`src/rtl/apb_master_bridge.sv`:
```
// APB requester: turns a valid/ready command stream into APB SETUP/ACCESS
// transfers and returns one single-cycle response per accepted command.
//
// Ports
//   pclk, preset_n        clock, async active-low reset
//   cmd_valid/cmd_ready   command handshake (cmd_write, cmd_addr, cmd_wdata)
//   rsp_valid             one-cycle response pulse with rsp_rdata,
//                         rsp_slverr, rsp_timeout
//   psel .. pwdata        APB requester outputs (registered)
//   prdata, pready,
//   pslverr               APB completer inputs

module apb_master_bridge #(
  parameter int ADDR_WIDTH = 32,
  parameter int DATA_WIDTH = 32,
  parameter int TIMEOUT    = 16
) (
  input  logic                  pclk,
  input  logic                  preset_n,
  input  logic                  cmd_valid,
  output logic                  cmd_ready,
  input  logic                  cmd_write,
  input  logic [ADDR_WIDTH-1:0] cmd_addr,
  input  logic [DATA_WIDTH-1:0] cmd_wdata,
  output logic                  rsp_valid,
  output logic [DATA_WIDTH-1:0] rsp_rdata,
  output logic                  rsp_slverr,
  output logic                  rsp_timeout,
  output logic                  psel,
  output logic                  penable,
  output logic                  pwrite,
  output logic [ADDR_WIDTH-1:0] paddr,
  output logic [DATA_WIDTH-1:0] pwdata,
  input  logic [DATA_WIDTH-1:0] prdata,
  input  logic                  pready,
  input  logic                  pslverr
);

  localparam int CW =
    (TIMEOUT > 0) ? $clog2(TIMEOUT + 1) : 1;
  localparam bit TO_EN = (TIMEOUT > 0);
  localparam logic [CW-1:0] LAST =
    TO_EN ? CW'(TIMEOUT - 1) : '0;

  typedef enum logic [1:0] {
    IDLE,
    SETUP,
    ACCESS
  } state_t;

  state_t        state;
  logic [CW-1:0] wcnt;
  logic          expire;

  // Ready in IDLE, or on the ACCESS completion edge so that
  // back-to-back transfers skip the IDLE cycle.
  assign cmd_ready = (state == IDLE)
                  || ((state == ACCESS) && pready);

  // Abort on the TIMEOUT-th wait-state edge of ACCESS.
  assign expire = TO_EN
               && (state == ACCESS)
               && !pready
               && (wcnt == LAST);

  always_ff @(posedge pclk or negedge preset_n) begin
    if (!preset_n) begin
      state       <= IDLE;
      wcnt        <= '0;
      psel        <= 1'b0;
      penable     <= 1'b0;
      pwrite      <= 1'b0;
      paddr       <= '0;
      pwdata      <= '0;
      rsp_valid   <= 1'b0;
      rsp_rdata   <= '0;
      rsp_slverr  <= 1'b0;
      rsp_timeout <= 1'b0;
    end else begin
      rsp_valid <= 1'b0;
      unique case (state)
        IDLE: begin
          psel    <= 1'b0;
          penable <= 1'b0;
          if (cmd_valid) begin
            pwrite <= cmd_write;
            paddr  <= cmd_addr;
            pwdata <= cmd_wdata;
            psel   <= 1'b1;
            state  <= SETUP;
          end
        end
        SETUP: begin
          penable <= 1'b1;
          wcnt    <= '0;
          state   <= ACCESS;
        end
        ACCESS: begin
          if (pready) begin
            rsp_valid   <= 1'b1;
            rsp_rdata   <= pwrite ? '0 : prdata;
            rsp_slverr  <= pslverr;
            rsp_timeout <= 1'b0;
            if (cmd_valid) begin
              // psel stays high into the next SETUP
              pwrite  <= cmd_write;
              paddr   <= cmd_addr;
              pwdata  <= cmd_wdata;
              penable <= 1'b0;
              state   <= SETUP;
            end else begin
              psel    <= 1'b0;
              penable <= 1'b0;
              state   <= IDLE;
            end
          end else if (expire) begin
            rsp_valid   <= 1'b1;
            rsp_rdata   <= '0;
            rsp_slverr  <= 1'b1;
            rsp_timeout <= 1'b1;
            psel        <= 1'b0;
            penable     <= 1'b0;
            state       <= IDLE;
          end else if (wcnt != '1) begin
            wcnt <= wcnt + 1'b1;
          end
        end
        default: begin
          psel    <= 1'b0;
          penable <= 1'b0;
          state   <= IDLE;
        end
      endcase
    end
  end

endmodule
```
`config.mk`:
```
export PLATFORM = sky130hd
export DESIGN_NAME = apb_master_bridge
export DESIGN_NICKNAME = d
export VERILOG_FILES = /design/src/rtl/apb_master_bridge.sv
export SDC_FILE = /design/constraint.sdc
export NUM_CORES = 1
export LEC_CHECK = 0
export BUFFER_PORTS_ARGS = -buffer_cell sky130_fd_sc_hd__buf_2
export CORE_ASPECT_RATIO = 1.75
export CORE_MARGIN = 3
export CORE_UTILIZATION = 35
export DETAILED_ROUTE_END_ITERATION = 7
export PLACE_DENSITY = 0.63
export SLEW_MARGIN = 40
export SYNTH_ARGS = -nofsm -noshare
export SYNTH_HDL_FRONTEND = slang
export SYNTH_SLANG_ARGS = --single-unit
```
`constraint.sdc`:
```
create_clock -name pclk -period 2.3 [get_ports pclk]
set_input_delay 0.115 -clock pclk [delete_from_list [all_inputs] [get_ports pclk]]
set_output_delay 0.115 -clock pclk [all_outputs]
set_load 0.1 [all_outputs]
```
After elaboration in Yosys (flattened, before gate mapping). Cells that the tools add are included. Widths: inputs -> output; s select.

Register bits: 109. Latch bits: 0. Bits in writable memories: 0. Bits in read-only memories: 0. Bits of input ports: 102. Output and inout bits: 103. Word-level logic and storage cells: 72. Memories kept: 0.

$add $sub $neg: 1. Multiply operators: 0. Divide/modulo/power cells: 0. Order comparisons: 0. Equal/unequal tests: 11. Shift operators: 0. Multiplexer cells: 34. Bitwise logic cells: 1. Reductions and logical operators: 14.

Operators by type and width (number): $mux 32 (7); $pmux 32 s2 (2); $mux 5 (3); $mux 1 (14); $pmux 5 s2 (1); $ne 2x2->1 const B (4); $mux 2 (3); $ne 3x3->1 const B (2); $pmux 2 s3 (1); $reduce_and 2->1 (3); $reduce_bool 2->1 (3); $add 5x1->5 const B (1); $eq 5x4->1 const B (1); $ne 5x5->1 const B (1); $pmux 1 s2 (2); $reduce_and 4->1 (1); $logic_and 1x1->1 (3); $pmux 1 s3 (1); $reduce_and 3->1 (1); $eq 2x1->1 const B (1); $eq 2x2->1 const B (1); $logic_not 2->1 (1); $ne 2x1->1 const B (1); $logic_not 1->1 (1); other kinds (2) (2).

Depth between registers and ports, before layout. Gate-level depths: netlist of the first run.

Depth after elaboration: 6. Mapped depth: 8. Gate-level depth less buffers: 7.

Worst setup path before layout of the first run. OpenSTA, ideal clock, no wires.

Path type: register -> output. Start: register state[0]. End: output cmd_ready. Arrival: 1.983 ns. Data required time: 2.185 ns. Slack: 0.202 ns. Stages on the path, launching flop included: 4. Buffers on the path: 2. Cells stage by stage: dfrtp_1 buf_2 buf_1 nor2_1.

Cells in the longest elaborated chain, start to end: 3. Elaborated cells between the ends (all ways): 4. Those cells by class: eq/ne (1); reduce/logical (3).

Ends and longest elaborated chain: from (decl) (line 51) `state_t state;`; from (signal assigned) (line 68) `state <= IDLE;`; from (signal assigned) (line 90) `state <= SETUP;`; from (signal assigned) (line 96) `state <= ACCESS;`; $eq 2x2->1 (line 58) `|| ((state == ACCESS) && pready);`; $logic_and 1x1->1 (line 58); $logic_or 1x1->1 * (line 58); to (decl) (line 21) `output logic cmd_ready,`.

Every way passes the cells marked *; elsewhere a longest branch is shown, timed or not.

Final worst setup path of the first run.
Start: register wcnt[0]. End: register wcnt[3].

Cells in the longest elaborated chain, start to end: 5. Elaborated cells between the ends (all ways): 11. Those cells by class: add/sub (1); eq/ne (4); mux (4); reduce/logical (2).

Ends and longest elaborated chain: from (decl) (line 52) `logic [CW-1:0] wcnt;`; from (signal assigned) (line 125) `wcnt <= wcnt + 1'b1;`; $add 5x1->5 (line 125); $mux 5 (line 124) `end else if (wcnt != '1) begin`; $mux 5 (line 116) `end else if (expire) begin`; $mux 5 (line 99) `if (pready) begin`; $pmux 5 s2 (line 81) `unique case (state)`.

Several ways; a longest one is shown, not always the timed one. The select of a mux whose other input is x is not followed. A chain may end at the register's enable or synchronous reset.

==> impl_metrics.tcl, run 1 <==
set metrics [dict create \
    status "completed" \
    htree_levels 3 \
    cts_buffer_depth 2 \
    synth_ff_type "dfrtp_1" \
    cts_setup_buffers 0 \
    crit_path_start_kind "register" \
    cts_tree "done" \
    ff2ff_setup_slack_ns 0.16 \
    gp_congestion 0.802 \
    whs_ns 0.0170 \
    setup_ws_ns 0.165 \
    drt-total-wl_um 12200 \
    max_freq_mhz 468 \
    hp-class "primary input to register" \
    r2r_cells 6 \
    grt_pass1_wl_um 19400 \
    grt_util_all_layers_pct 18.2 \
    fin_crit_ns 2.14 \
    synth.avg_cell_area_um2 14.4 \
    clkSinkCount 109 \
    finalSetupViolations 0 \
    cts_made_buffers 9 \
    synth-seq-area-share_pct 64.0 \
    ys_seq_elements 109 \
    syn-num-nets 402 \
    synth_edf_count 0 \
    rsz0062_at_grt "no" \
    grt_max_degree 70 \
    cap_violations 0 \
    first_pass_iters 4 \
    rows 52 \
    synthToLayoutAreaGrowth_pct 52.9 \
    root_buffer "clkbuf_16" \
    drc_errors 0 \
    crit_end "wcnt[3]$_DFFE_PN0P_" \
    crit_path_max_incr_delay_ns 0.52 \
    nets 684 \
    yosysUniqueCellTypes 34 \
    tns_ns 0 \
    path_cells "ha_1 > and3_1 > ha_1 > or2_0 > or4_1 > o211ai_1" \
    drt_iter0_drc 91 \
    chipWidth_um 89.4 \
    vias 3527 \
    critical_path_class "register to register" \
    start_util_pct 36.4 \
    viasPerCell 4.91 \
    slew_headroom_pct 63.8 \
    crit_arrival_ns 2.39 \
    cts.repair.resized 0 \
    endpoint_kind "register" \
    grt_overflow 0 \
    reg2reg_to "wcnt[3]$_DFFE_PN0P_" \
    tightest_slew_ns 0.542 \
    clk_latency_ns 0.34 \
    crit_start "wcnt[0]$_DFFE_PN0P_" \
    grt_pass1_vias 3857 \
    fin_crit_sh_pct 92.8 \
    synthArstFlopShare_pct 100 \
    crit_required_ns 2.55 \
    r2r_start "wcnt[0]$_DFFE_PN0P_" \
    wl_per_cell_um 17.0 \
    fin_util_pct 55.7 \
    antenna_found_initial 0 \
    coreArea_um2 11700 \
    ant_nets 0 \
    diodes 0 \
    post-place-ws_ns 0.188 \
    worst-path-max-fanout 6 \
    finalHoldViolCount 0 \
    crit_path_frequent_cell "ha_1" \
    yosysWarnings 0 \
    layout-drive-gt1-share_pct 50.3 \
    crit_slowest_cell "or4_1" \
    dieHeight_um 152 \
    synthCells 297 \
    io_pins 205 \
    nFillCells 989 \
    clk_pin_slew_worst_paths_ns 0.08 \
    port_buffers 204 \
    final_max_slew_viol_count 0 \
    synth_area_um2 4260 \
    die_area_um2 13600 \
    clock_skew_ns 0.00910 \
    dpl.hpwl_um 8460 \
]
## worst min path at each step
stage / from / cells after the start / slack, ns / endpoint
after floorplan: preset_n / 0 / -0.18 / paddr[0]$_DFFE_PN0P_
after global placement: preset_n / 1 / 0.13 / pwdata[24]$_DFFE_PN0P_
after detailed placement: preset_n / 1 / 0.14 / pwdata[24]$_DFFE_PN0P_
after CTS: cmd_addr[19] / 2 / 0.0008 / paddr[19]$_DFFE_PN0P_
after global routing: cmd_addr[13] / 2 / 0.002 / paddr[13]$_DFFE_PN0P_
final: cmd_addr[19] / 2 / 0.02 / paddr[19]$_DFFE_PN0P_
## synthesized netlist by cell type (2+ instances only)
cell,instances,area share (%)
inv_1,5,0.44
ha_1,3,0.88
o211ai_1,2,0.35
buf_2,10,1.2
nand3_1,3,0.35
o21a_1,2,0.35
nand2_1,12,1.1
a21oi_1,5,0.59
dfrtp_1,109,64
nand2b_1,5,0.73
mux2_2,65,17
buf_4,5,0.88
o2bb2ai_1,2,0.41
clkbuf_2,2,0.23
a22oi_1,3,0.53
nor2b_1,3,0.44
or4_1,2,0.35
o21ai_0,16,1.9
a22o_1,26,5.3
nor2_1,3,0.26
## cell families (layout without fill, tap and decap cells)
logic type / Yosys count / count (layout) / synth area share, %
AOI/OAI and AO/OA: 59 / 59 / 10.1
adders and majority gates: 3 / 3 / 0.880
buffers and inverters: 25 / 312 / 3.17
DFF: 109 / 109 / 64.0
muxes: 66 / 66 / 17.4
and+or+nand+nor: 35 / 35 / 4.46
## registers in the layout (all words and copies together) (netlist names)
signal and flops:
paddr 32, pwdata 32, rsp_rdata 32, wcnt 5, state 2, penable 1, psel 1, pwrite 1
rsp_slverr 1, rsp_timeout 1, rsp_valid 1
## cell usage in the layout, fill, tap and decap left out, types with 2 or more instances in the layout
| cell | instances |
|---|---|
| buf_4 | 6 |
| clkinvlp_4 | 2 |
| nand3_1 | 3 |
| clkbuf_16 | 9 |
| o21ai_0 | 16 |
| a21oi_1 | 5 |
| a22o_1 | 26 |
| mux2_2 | 65 |
| buf_2 | 203 |
| dfrtp_1 | 109 |
| nand2b_1 | 5 |
| nor2b_1 | 3 |
| o211ai_1 | 2 |
| ha_1 | 3 |
| o2bb2ai_1 | 2 |
| or4_1 | 2 |
| inv_8 | 2 |
| nor2_1 | 3 |
| buf_12 | 3 |
| nand2_1 | 12 |
| inv_1 | 5 |
| a22oi_1 | 3 |
| o21a_1 | 2 |
| dlygate4sd3_1 | 79 |
## final cells by class
type / count / area (um2) / share of cell area [%]
timing repair buffer: 291 / 1910 / 29.3
sequential: 109 / 2730 / 41.8
tap: 135 / 169 / 2.59
clock inverter: 6 / 55.1 / 0.845
clock buffer: 10 / 229 / 3.51
inverter: 5 / 18.8 / 0.288
multi-input combinational: 163 / 1410 / 21.6
## worst max-delay path, delay by kind of cell, from the launching register on
| kind | cells | cell delay [ns] |
|---|---|---|
| simple gates | 3 | 1.03 |
| compound gates | 1 | 0.10 |
| flops | 1 | 0.43 |
| fa+ha+maj | 2 | 0.48 |
## through the flow
stage / cell area, um2 / std cells
2_1_floorplan: 4260 / 297
3_3_place_gp: 5440 / 624
3_5_place_dp: 5440 / 624
4_1_cts: 6510 / 718
5_1_grt: 6520 / 719
6_report: 6520 / 719
## metal layers
layer | part of all wire [%] | track usage [%]
met1 | 36 | 19.8
met2 | 57 | 32.7
met3 | 4.1 | 3.90
met4 | 3.4 | 7.95
met5 | 0 | 0
## timing repair
item	in CTS	in global routing
hold buffers	78	1
endpoints found under the hold margin	117	1
endpoints found under the setup margin	0	0
Power of run 1 is left out: the tool's default activity adds up to more than one toggle a clock period on the data nets, which glitch-free logic cannot reach.
==> inputs of run 2 (changes only) <==
- GPL_TIMING_DRIVEN: not set -> 0
==> impl_metrics.tcl, run 2 (synthesis gave the netlist of run 1 again) <==
set metrics [dict create \
    status "completed" \
    layout_commonest_cell "buf_2" \
    final_max_slew_viol_count 0 \
    cts_buffer_depth 2 \
    crit_path_frequent_cell "ha_1" \
    endpoint_kind "register" \
    first_pass_iters 6 \
    drt-total-wl_um 12200 \
    clkSinkCount 109 \
    antenna_found_initial 0 \
    dieHeight_um 152 \
    crit_slowest_cell "or4_1" \
    slew_headroom_pct 65.8 \
    post-place-ws_ns 0.132 \
    coreArea_um2 11700 \
    grt_max_degree 70 \
    synthToLayoutAreaGrowth_pct 55.4 \
    layout-drive-gt1-share_pct 50.7 \
    crit_path_max_incr_delay_ns 0.51 \
    cts_made_buffers 9 \
    layoutNonFillerInstCount 736 \
    rows 52 \
    finalSetupViolations 0 \
    grt_pass1_vias 3790 \
    drt_iter0_drc 98 \
    drc_errors 0 \
    place_area_um2 5490 \
    final_area_um2 6630 \
    grt_overflow 0 \
    wl_per_cell_um 16.5 \
    clk_latency_ns 0.34 \
    chipWidth_um 89.4 \
    crit_required_ns 2.56 \
    clk_pin_slew_worst_paths_ns 0.07 \
    path_cells "ha_1 > and3_1 > ha_1 > or2_0 > clkbuf_2 > or4_1 > o211ai_1" \
    finalHoldViolCount 0 \
    critical_path_class "register to register" \
    cts_tree "done" \
    htree_levels 3 \
    tns_ns 0 \
    viasPerCell 4.84 \
    max_freq_mhz 459 \
    diodes 0 \
    gp_congestion 0.793 \
    dpl.hpwl_um 8670 \
    top_regs "paddr x32, pwdata x32, rsp_rdata x32" \
    start_util_pct 36.4 \
    port_buffers 203 \
    ant_nets 0 \
    nets 701 \
    fin_crit_sh_pct 94.7 \
    nFillCells 1008 \
    setup_ws_ns 0.122 \
    final_cell_mix "buf_2 (210), dfrtp_1 (109), dlygate4sd3_1 (84), mux2_2 (65), a22o_1 (26)" \
    tightest_slew_ns 0.511 \
    crit_path_start_kind "register" \
    die_area_um2 13600 \
    root_buffer "clkbuf_16" \
    worst-path-max-fanout 6 \
    io_pins 205 \
    grt_pass1_wl_um 19200 \
    clock_skew_ns 0.00821 \
    vias 3563 \
    cap_violations 0 \
    grt_util_all_layers_pct 18.1 \
    placed_cells 636 \
    fin_crit_ns 2.18 \
    crit_arrival_ns 2.43 \
    hp-class "primary input to register" \
]
-- run 2: cell count changes in the layout (fill, tap and decap cells not counted), moves of 2 or more --
cell | previous run | this run
buf_12 | 3 | 0
clkbuf_2 | 0 | 2
dlygate4sd3_1 | 79 | 84
buf_2 | 203 | 210
clkbuf_4 | 0 | 2
-- run 2: metrics by stage --
stage,hold WS (ns),utilization [%]
3_5_place_dp,0.0169,46.8
4_1_cts,0.000311,56.5
5_1_grt,0.00331,56.6
6_report,0.0131,56.6
2_1_floorplan,-0.181,-
3_3_place_gp,0.334,46.5
-- run 2: routing by layer --
metal / GRT usage, % / share of wire, % / vias up / wire length (um)
met5: 0 / 0 / - / 0
li1: - / - / 1660 / -
met4: 9.72 / 4.5 / 0 / 551
met3: 3.74 / 4.5 / 40 / 547
met1: 19.4 / 36 / 1736 / 4380
met2: 31.9 / 55 / 127 / 6690
-- run 2: final cells by class --
cell class                      instances  area, um2  area share, %
Buffer                                 20        121           1.83
Clock buffer                           10        239           3.61
Clock inverter                          6       55.1          0.831
Inverter                                5       18.8          0.283
Multi-Input combinational cell        163       1400           21.1
Sequential cell                       109       2730           41.2
Tap cell                              135        169           2.55
Timing Repair Buffer                  288       1890           28.6
-- run 2: repair_timing --
item | CTS | global route
resized for setup | 0 | 2
endpoints found under the hold margin | 123 | 0
setup buffers | 0 | 0
endpoints found under the setup margin | 0 | 5
hold buffers | 84 | 0
-- run 2: worst max-delay path, delay by kind of cell, from the launching register on --
family,cells,cell delay [ns]
AO/OA/AOI/OAI,1,0.10
AND/OR/NAND/NOR,3,0.93
buffers and inverters,1,0.15
flip-flops,1,0.43
adder cells (fa/ha/maj),2,0.48
-- run 2: path summary, 6_finish.rpt --
path,from,endpoint,slack [ns],cells past startpoint
min in group asynchronous,preset_n,paddr[20]$_DFFE_PN0P_,0.24,2
worst max-delay path,wcnt[0]$_DFFE_PN0P_,wcnt[3]$_DFFE_PN0P_,0.12,7
max in group asynchronous,preset_n,pwdata[4]$_DFFE_PN0P_,1.41,3
worst min register to register,paddr[10]$_DFFE_PN0P_,paddr[10]$_DFFE_PN0P_,0.50,1
worst max register to register,wcnt[0]$_DFFE_PN0P_,wcnt[3]$_DFFE_PN0P_,0.12,7
worst min-delay path,cmd_wdata[27],pwdata[27]$_DFFE_PN0P_,0.01,2
Power of run 2 is left out for the same reason.
